[src/rtl/tdm_display_scanner.sv]
// Scans a 32-bit page word onto an 8-digit common-anode 7-segment display and drives the upstream page select.
// Optional build macro: LEADING_ZERO_BLANK_EN (blanks leading-zero digits 1..7).
module tdm_display_scanner #(
   parameter int REFRESH_DIV = 100000,
   parameter int PAGE_FRAMES = 256
) (
   input  logic        clk,
   input  logic        reset_n,
   input  logic [31:0] data_in,
   input  logic        page_hold,
   output logic        page_sel,
   output logic [7:0]  anode_n,
   output logic [6:0]  seg_n,
   output logic        dp_n,
   output logic        frame_start
);

   localparam int PW = (REFRESH_DIV > 1) ? $clog2(REFRESH_DIV) : 1;
   localparam int FW = (PAGE_FRAMES > 1) ? $clog2(PAGE_FRAMES) : 1;
   localparam logic [PW-1:0] PRE_MAX = PW'(REFRESH_DIV - 1);
   localparam logic [FW-1:0] FRM_MAX = FW'(PAGE_FRAMES - 1);

   logic [PW-1:0] r_prescaler;
   logic [2:0]    r_digit;
   logic [FW-1:0] r_frameCnt;
   logic          r_pageSel;
   logic [31:0]   r_snapshot;
   logic          r_loadQ;
   logic [7:0]    r_anodeN;
   logic [6:0]    r_segN;
   logic          r_frameStart;

   logic          w_tick;
   logic          w_frameWrap;
   logic [3:0]    w_nibble;
   logic [6:0]    w_segCode;
   logic          w_blank;

   assign w_tick      = (r_prescaler == PRE_MAX);
   assign w_frameWrap = w_tick && (r_digit == 3'd7);

   always_comb begin
      w_nibble = r_snapshot[{r_digit, 2'b00} +: 4];
   end

   // Segment codes are active-low and ordered {g,f,e,d,c,b,a}.
   always_comb begin
      w_segCode = 7'h7F;
      unique case (w_nibble)
         4'h0: w_segCode = 7'b1000000;
         4'h1: w_segCode = 7'b1111001;
         4'h2: w_segCode = 7'b0100100;
         4'h3: w_segCode = 7'b0110000;
         4'h4: w_segCode = 7'b0011001;
         4'h5: w_segCode = 7'b0010010;
         4'h6: w_segCode = 7'b0000010;
         4'h7: w_segCode = 7'b1111000;
         4'h8: w_segCode = 7'b0000000;
         4'h9: w_segCode = 7'b0010000;
         4'hA: w_segCode = 7'b0001000;
         4'hB: w_segCode = 7'b0000011;
         4'hC: w_segCode = 7'b1000110;
         4'hD: w_segCode = 7'b0100001;
         4'hE: w_segCode = 7'b0000110;
         4'hF: w_segCode = 7'b0001110;
      endcase
   end

`ifdef LEADING_ZERO_BLANK_EN
   // A digit is dark when it and every more-significant nibble are zero; digit 0 always shows.
   always_comb begin
      w_blank = (r_digit != 3'd0) && ((r_snapshot >> {r_digit, 2'b00}) == 32'h0);
   end
`else
   always_comb begin
      w_blank = 1'b0;
   end
`endif

   always_ff @(posedge clk) begin
      if (!reset_n) begin
         r_prescaler <= '0;
         r_digit     <= 3'd0;
      end else begin
         if (w_tick) begin
            r_prescaler <= '0;
            r_digit     <= r_digit + 3'd1;
         end else begin
            r_prescaler <= r_prescaler + 1'b1;
         end
      end
   end

   // page_hold only matters at the frame wrap that closes a page; frames keep counting while held.
   always_ff @(posedge clk) begin
      if (!reset_n) begin
         r_frameCnt <= '0;
         r_pageSel  <= 1'b0;
      end else if (w_frameWrap) begin
         if (r_frameCnt == FRM_MAX) begin
            r_frameCnt <= '0;
            if (!page_hold) begin
               r_pageSel <= ~r_pageSel;
            end
         end else begin
            r_frameCnt <= r_frameCnt + 1'b1;
         end
      end
   end

   // The snapshot loads one cycle after the wrap so the upstream mux can settle on the new page_sel.
   always_ff @(posedge clk) begin
      if (!reset_n) begin
         r_snapshot   <= 32'h0;
         r_loadQ      <= 1'b1;
         r_frameStart <= 1'b0;
      end else begin
         r_frameStart <= r_loadQ;
         if (r_loadQ) begin
            r_snapshot <= data_in;
            r_loadQ    <= 1'b0;
         end
         if (w_frameWrap) begin
            r_loadQ <= 1'b1;
         end
      end
   end

   always_ff @(posedge clk) begin
      if (!reset_n) begin
         r_anodeN <= 8'hFF;
         r_segN   <= 7'h7F;
      end else if (w_blank) begin
         r_anodeN <= 8'hFF;
         r_segN   <= 7'h7F;
      end else begin
         r_anodeN <= ~(8'b1 << r_digit);
         r_segN   <= w_segCode;
      end
   end

   assign page_sel    = r_pageSel;
   assign anode_n     = r_anodeN;
   assign seg_n       = r_segN;
   assign dp_n        = 1'b1;
   assign frame_start = r_frameStart;

endmodule
[config.mk]
export PLATFORM = sky130hd
export DESIGN_NAME = tdm_display_scanner
export DESIGN_NICKNAME = d
export VERILOG_FILES = /design/src/rtl/tdm_display_scanner.sv
export SDC_FILE = /design/constraint.sdc
export NUM_CORES = 1
export LEC_CHECK = 0
export ABC_AREA = 1
export CAP_MARGIN = 20
export CORE_UTILIZATION = 55
export CTS_CLUSTER_DIAMETER = 40
export DETAILED_ROUTE_END_ITERATION = 10
export PLACE_DENSITY = 0.87
export SETUP_SLACK_MARGIN = 0.4
export SLEW_MARGIN = 30
export SYNTH_ARGS = -nofsm -noshare
export SYNTH_HDL_FRONTEND = slang
export SYNTH_SLANG_ARGS = --single-unit
export TNS_END_PERCENT = 10
[constraint.sdc]
create_clock -name clk -period 3 [get_ports clk]
set_input_delay 0.9 -clock clk [delete_from_list [all_inputs] [get_ports clk]]
set_output_delay 0.9 -clock clk [all_outputs]
set_load 0.01 [all_outputs]
# After elaboration in Yosys (flattened, before gate mapping)
# Memory sizes are Yosys's and may differ from the RTL's. A register that Yosys moved wholly into a read port is not among the register bits.
# Index checks and enable logic that the tools add are counted.
[op_classes]
n_addsub = 3
n_eq_ne = 3
shifts = 2
n_mux = 2
bitwise = 4
reduce_logical = 4
[ops]
columns = ["cell", "count"]
rows = [
  ["variable part select 32 x 6 -> 4 bit", 1],
  ["adder 17 x 1 -> 17 bit, second input constant", 1],
  ["equality test 17 bit, second input constant", 1],
  ["adder 8 x 1 -> 8 bit, second input constant", 1],
  ["equality test 8 bit, second input constant", 1],
  ["two-way mux 8 bit", 1],
  ["inverter 8 bit", 1],
  ["left shift 1 x 3 -> 8 bit, first input constant", 1],
  ["adder 3 x 1 -> 3 bit, second input constant", 1],
  ["equality test 3 bit, second input constant", 1],
  ["inverter 1 bit", 3],
  ["AND reduction 3 bit", 1],
  ["OR reduction 2 bit", 1],
  ["logical AND 1 bit", 1],
  ["logical NOT 1 bit", 1],
  ["two-way mux 1 bit", 1],
]
[totals]
reg_bits = 71
romBits = 112
in_bits = 35
out_inout_bits = 18
wordCells = 27
n_memories = 1
[memory_table]
columns = ["memory", "depth", "word_bits", "read_ports", "rd_clocked_by_memory_dff", "wr", "line_no", "source"]
rows = [
  ["(no name shown)", 16, 7, 1, 1, 0, "49", "unique case (w_nibble)"],
]

# Logic depth before layout (Yosys ltp)
[depth]
word_depth = 3
mapped_depth = 12
mapped_depth_nobuf = 11

# Worst setup path before layout
# No wires, ideal clock.
[synth_path]
kind = "input to register"
from = "input reset_n"
to = "register r_segN[0] (netlist: seg_n[0])"
setup_ns = 0.118
arrival_time_ns = 1.580
t_required_ns = 2.882
setup_slack_ns = 1.303
path_stages = 4
path_buffers = 1
cell_sequence = "clkbuf_1 clkinv_1 a21oi_1 nand2_1"
[synth_via]
elab_chain_len = 1
[synth_rtl]
columns = ["element", "line_no", "source"]
rows = [
  ["start: declaration", "8", "input logic reset_n,"],
  ["logical NOT 1 bit (no line)", "-", ""],
  ["end: declaration", "30", "logic [6:0] r_segN;"],
]
# Every way passes these cells.
# A chain may end at the register's enable or synchronous reset.

# Final worst setup path
[layout_path]
from = "register r_digit[0]"
to = "register r_segN[6] (netlist: seg_n[6])"
[layout_via]
elab_chain_len = 1
[layout_rtl]
columns = ["element", "line_no", "source"]
rows = [
  ["start: declaration", "24", "logic [2:0] r_digit;"],
  ["start signal: assignment", "87", "r_digit <= r_digit + 3'd1;"],
  ["variable part select 32 x 6 -> 4 bit", "43", "w_nibble = r_snapshot[{r_digit, 2'b00} +: 4];"],
]
# Every way passes these cells.

==> out/results.tsv <==
metric	value	unit
die width	83.48	um
remaining number of nets flagged by the antenna check after routing	0	
class of the most critical hold timing path	reg -> reg	
CTS buffer count	9	
post-layout min period	2.157	ns
layout cell share with drive strength beyond 1	9.074	%
Max stage delay on crit path	0.62	ns
filler-free cell count of the finished design	628	
post-route cell area	4413	um2
number of fill cells in the layout	514	
standard-cell rows	29	
sequential element share of the synthesized area	42.77	%
CP Cell Sequence	inv_2 > o21ai_0 > nand3_1 > nand2_1 > inv_1 > ha_1 > nand3_1 > nand2_1 > nand2_1 > nand3_1	
residual overflow from global routing	0	
total power draw	2.108	mW
Chip Height	83.48	um
portion of the clock cycle consumed by the worst path in the final layout	71.89	%
Yosys warning total	0	
internal reg-to-reg setup slack	0.84	ns
initial antenna violation count	0	
number of buffers between clock root and the deepest sink	2	
final worst clock skew	0.008495	ns
worst hold slack	0.4444	ns
number of inserted diodes	0	
clock input transition at the sequential cells of the worst setup and hold paths	0.08	ns
number of sinks handled by clock tree synthesis	78	
CTS H-tree lvls	3	
utilization of the core after routing	69.10	%
power dissipated by switching net loads	0.4964	mW
critical path startpoint category	flip-flop	
f_max	463.7	MHz
average wire per standard cell	12.31	um
maximum vdd drop	0.0003012	V
Total Nets Final	594	
RePlAce Congestion	0.8336	
number of setup buffers added after CTS	0	
Clk Tree Root Cell	clkbuf_8	
number of remaining DRC errors	0	
vias per inst	5.290	
number of maximum-capacitance violations	0	
global-route wire length before repair	13650	um
number of max-slew violations in the final report	0	
top-level port count	53	
Setup Slack @ Placement	0.6661	ns
count of endpoints failing setup in the final report	0	
number of distinct standard cells referenced by the synthesized netlist	36	
outcome	finished, final reports clean	
proportion of total power due to net switching	23.55	%
leakage power figure	1.877	nW
routed vias	3322	
critical path data required time	3.23	ns
primary flip-flop cell chosen by synthesis mapping	dfxtp_1	
Std-Cell Core Area	6386	um2
syn_area_per_cell	7.331	um2
cell area after placement	4204	um2
Cells after DPL	612	
sequential share of power	52.0	%
die footprint	6968	um2
commonest non-fill, non-tap cell in the layout	nand2_1	
Synth Instances	498	
Mapped Nets	546	
Arrival @ worst endpoint	2.39	ns
Combinational Power Share	10.0	%
sequential cell area	1562	um2
crit end category	flip-flop	
cell taking the most area after synthesis	dfxtp_1	
detailed placement HPWL	5424	um
number of iterations in the first detailed-routing pass	5	
total of buffers placed on input and output ports	51	
Mapped Area	3651	um2
global router's overall resource usage	24.12	%
maximum number of pins on one net before global-route repair	42	
combined area of the multi-input logic cells	1805	um2
Final Hold Fails	0	
number of buffers inserted by hold repair at cts	0	
main area contributors after synthesis	dfxtp_1 (43%), nand2_1 (9.2%), nor2_1 (8.8%), nand3_1 (5.5%), o21ai_0 (4.9%)	
final routed wirelength across all metal layers	7731	um
area overhead of the layout relative to synthesis	20.87	%
post-cts sizing count	0	
count of flip-flops with a built-in enable after synthesis	0	
via count of the first global-routing pass	3156	
Initial Utilization	57.17	%
flops & latches, synth	78	
Critical-path top delay cell	dfxtp_1	
unrepaired setup endpoints after global routing	false	
critical path type	reg -> reg	
Synth top area share	42.77	%
largest fanout on the critical path	15	
CTS tree	built	
power density over the cells	477.7	nW/um2
Setup TNS Final	0	ns
internal power summed over all cells	1.612	mW
starting DRC count in detailed routing	197	
clock group share of total power	38.0	%
worst setup slack after layout	0.8433	ns
proportion of register bits with asynchronous set or reset after synthesis	0	%
highest-count cells in the layout ignoring fill and taps	nand2_1 (89), nor2_1 (86), dfxtp_1 (78)	
Worst-Skew Late Latency	0.35	ns
## final timing paths
check             cells past startpoint        endpoint      startpoint
setup reg to reg                     10        seg_n[6]      r_digit[0]
hold / removal                        1  r_prescaler[0]  r_prescaler[0]
hold reg to reg                       1  r_prescaler[0]  r_prescaler[0]
setup / recovery                     10        seg_n[6]      r_digit[0]
## area by class of cell
class | instances | share of cell area [%]
Inverter | 49 | 4.196
Sequential cell | 78 | 35.38
Timing Repair Buffer | 57 | 12.59
Clock inverter | 5 | 1.304
Clock buffer | 11 | 3.431
Multi-Input combinational cell | 351 | 40.91
Tap cell | 77 | 2.183
## worst max-delay path, delay by kind of cell, from the launching register on
| family | cells | cell delay [ns] |
|---|---|---|
| fa+ha+maj | 1 | 0.23 |
| simple gates | 6 | 0.60 |
| buf+inv | 2 | 0.33 |
| flops | 1 | 0.62 |
| compound gates | 1 | 0.24 |
## routing by layer
metal / track usage (%) / wire length, um / vias up
li1: - / - / 1689
met1: 29.89 / 3349 / 1509
met2: 41.43 / 3803 / 113
met3: 5.242 / 465 / 11
met4: 8.475 / 113 / 0
met5: 0 / 0 / -
## synthesized netlist by cell type, types with 4 or more instances
master / n
inv_1: 41
dfxtp_1: 78
buf_2: 4
nand2_1: 89
nand4_1: 5
nand2_2: 5
xor2_1: 11
nand3_1: 40
o21ai_0: 36
a21oi_1: 27
o21ai_1: 8
inv_2: 5
ha_1: 13
nor2_2: 4
nor2_1: 86
clkbuf_1: 12
## flip-flops by register name, summed over array words and instances (netlist names)
register     count
anode_n          8
frame_start      1
page_sel         1
r_digit          3
r_frameCnt       8
r_loadQ          1
r_prescaler     17
r_snapshot      32
seg_n            7
## logic make-up after synthesis
kind of cell	synth area share, %
AO/OA/AOI/OAI	11.62
XOR/XNOR	3.119
adder cells (fa/ha/maj)	4.455
buffers and inverters	7.779
flip-flops	42.77
other	0.1027
AND/OR/NAND/NOR	30.16
## power groups by stage
stage / Sequential [mW] / Clock [mW] / Combinational, mW
3_3_place_gp: 1.12 / 0 / 0.203
3_5_place_dp: 1.12 / 0 / 0.209
5_1_grt: 1.10 / 0.873 / 0.238
4_1_cts: 1.10 / 0.817 / 0.211
2_1_floorplan: 1.12 / 0 / 0.113
6_report: 1.10 / 0.802 / 0.211
Power figures use the tool's default switching activity.
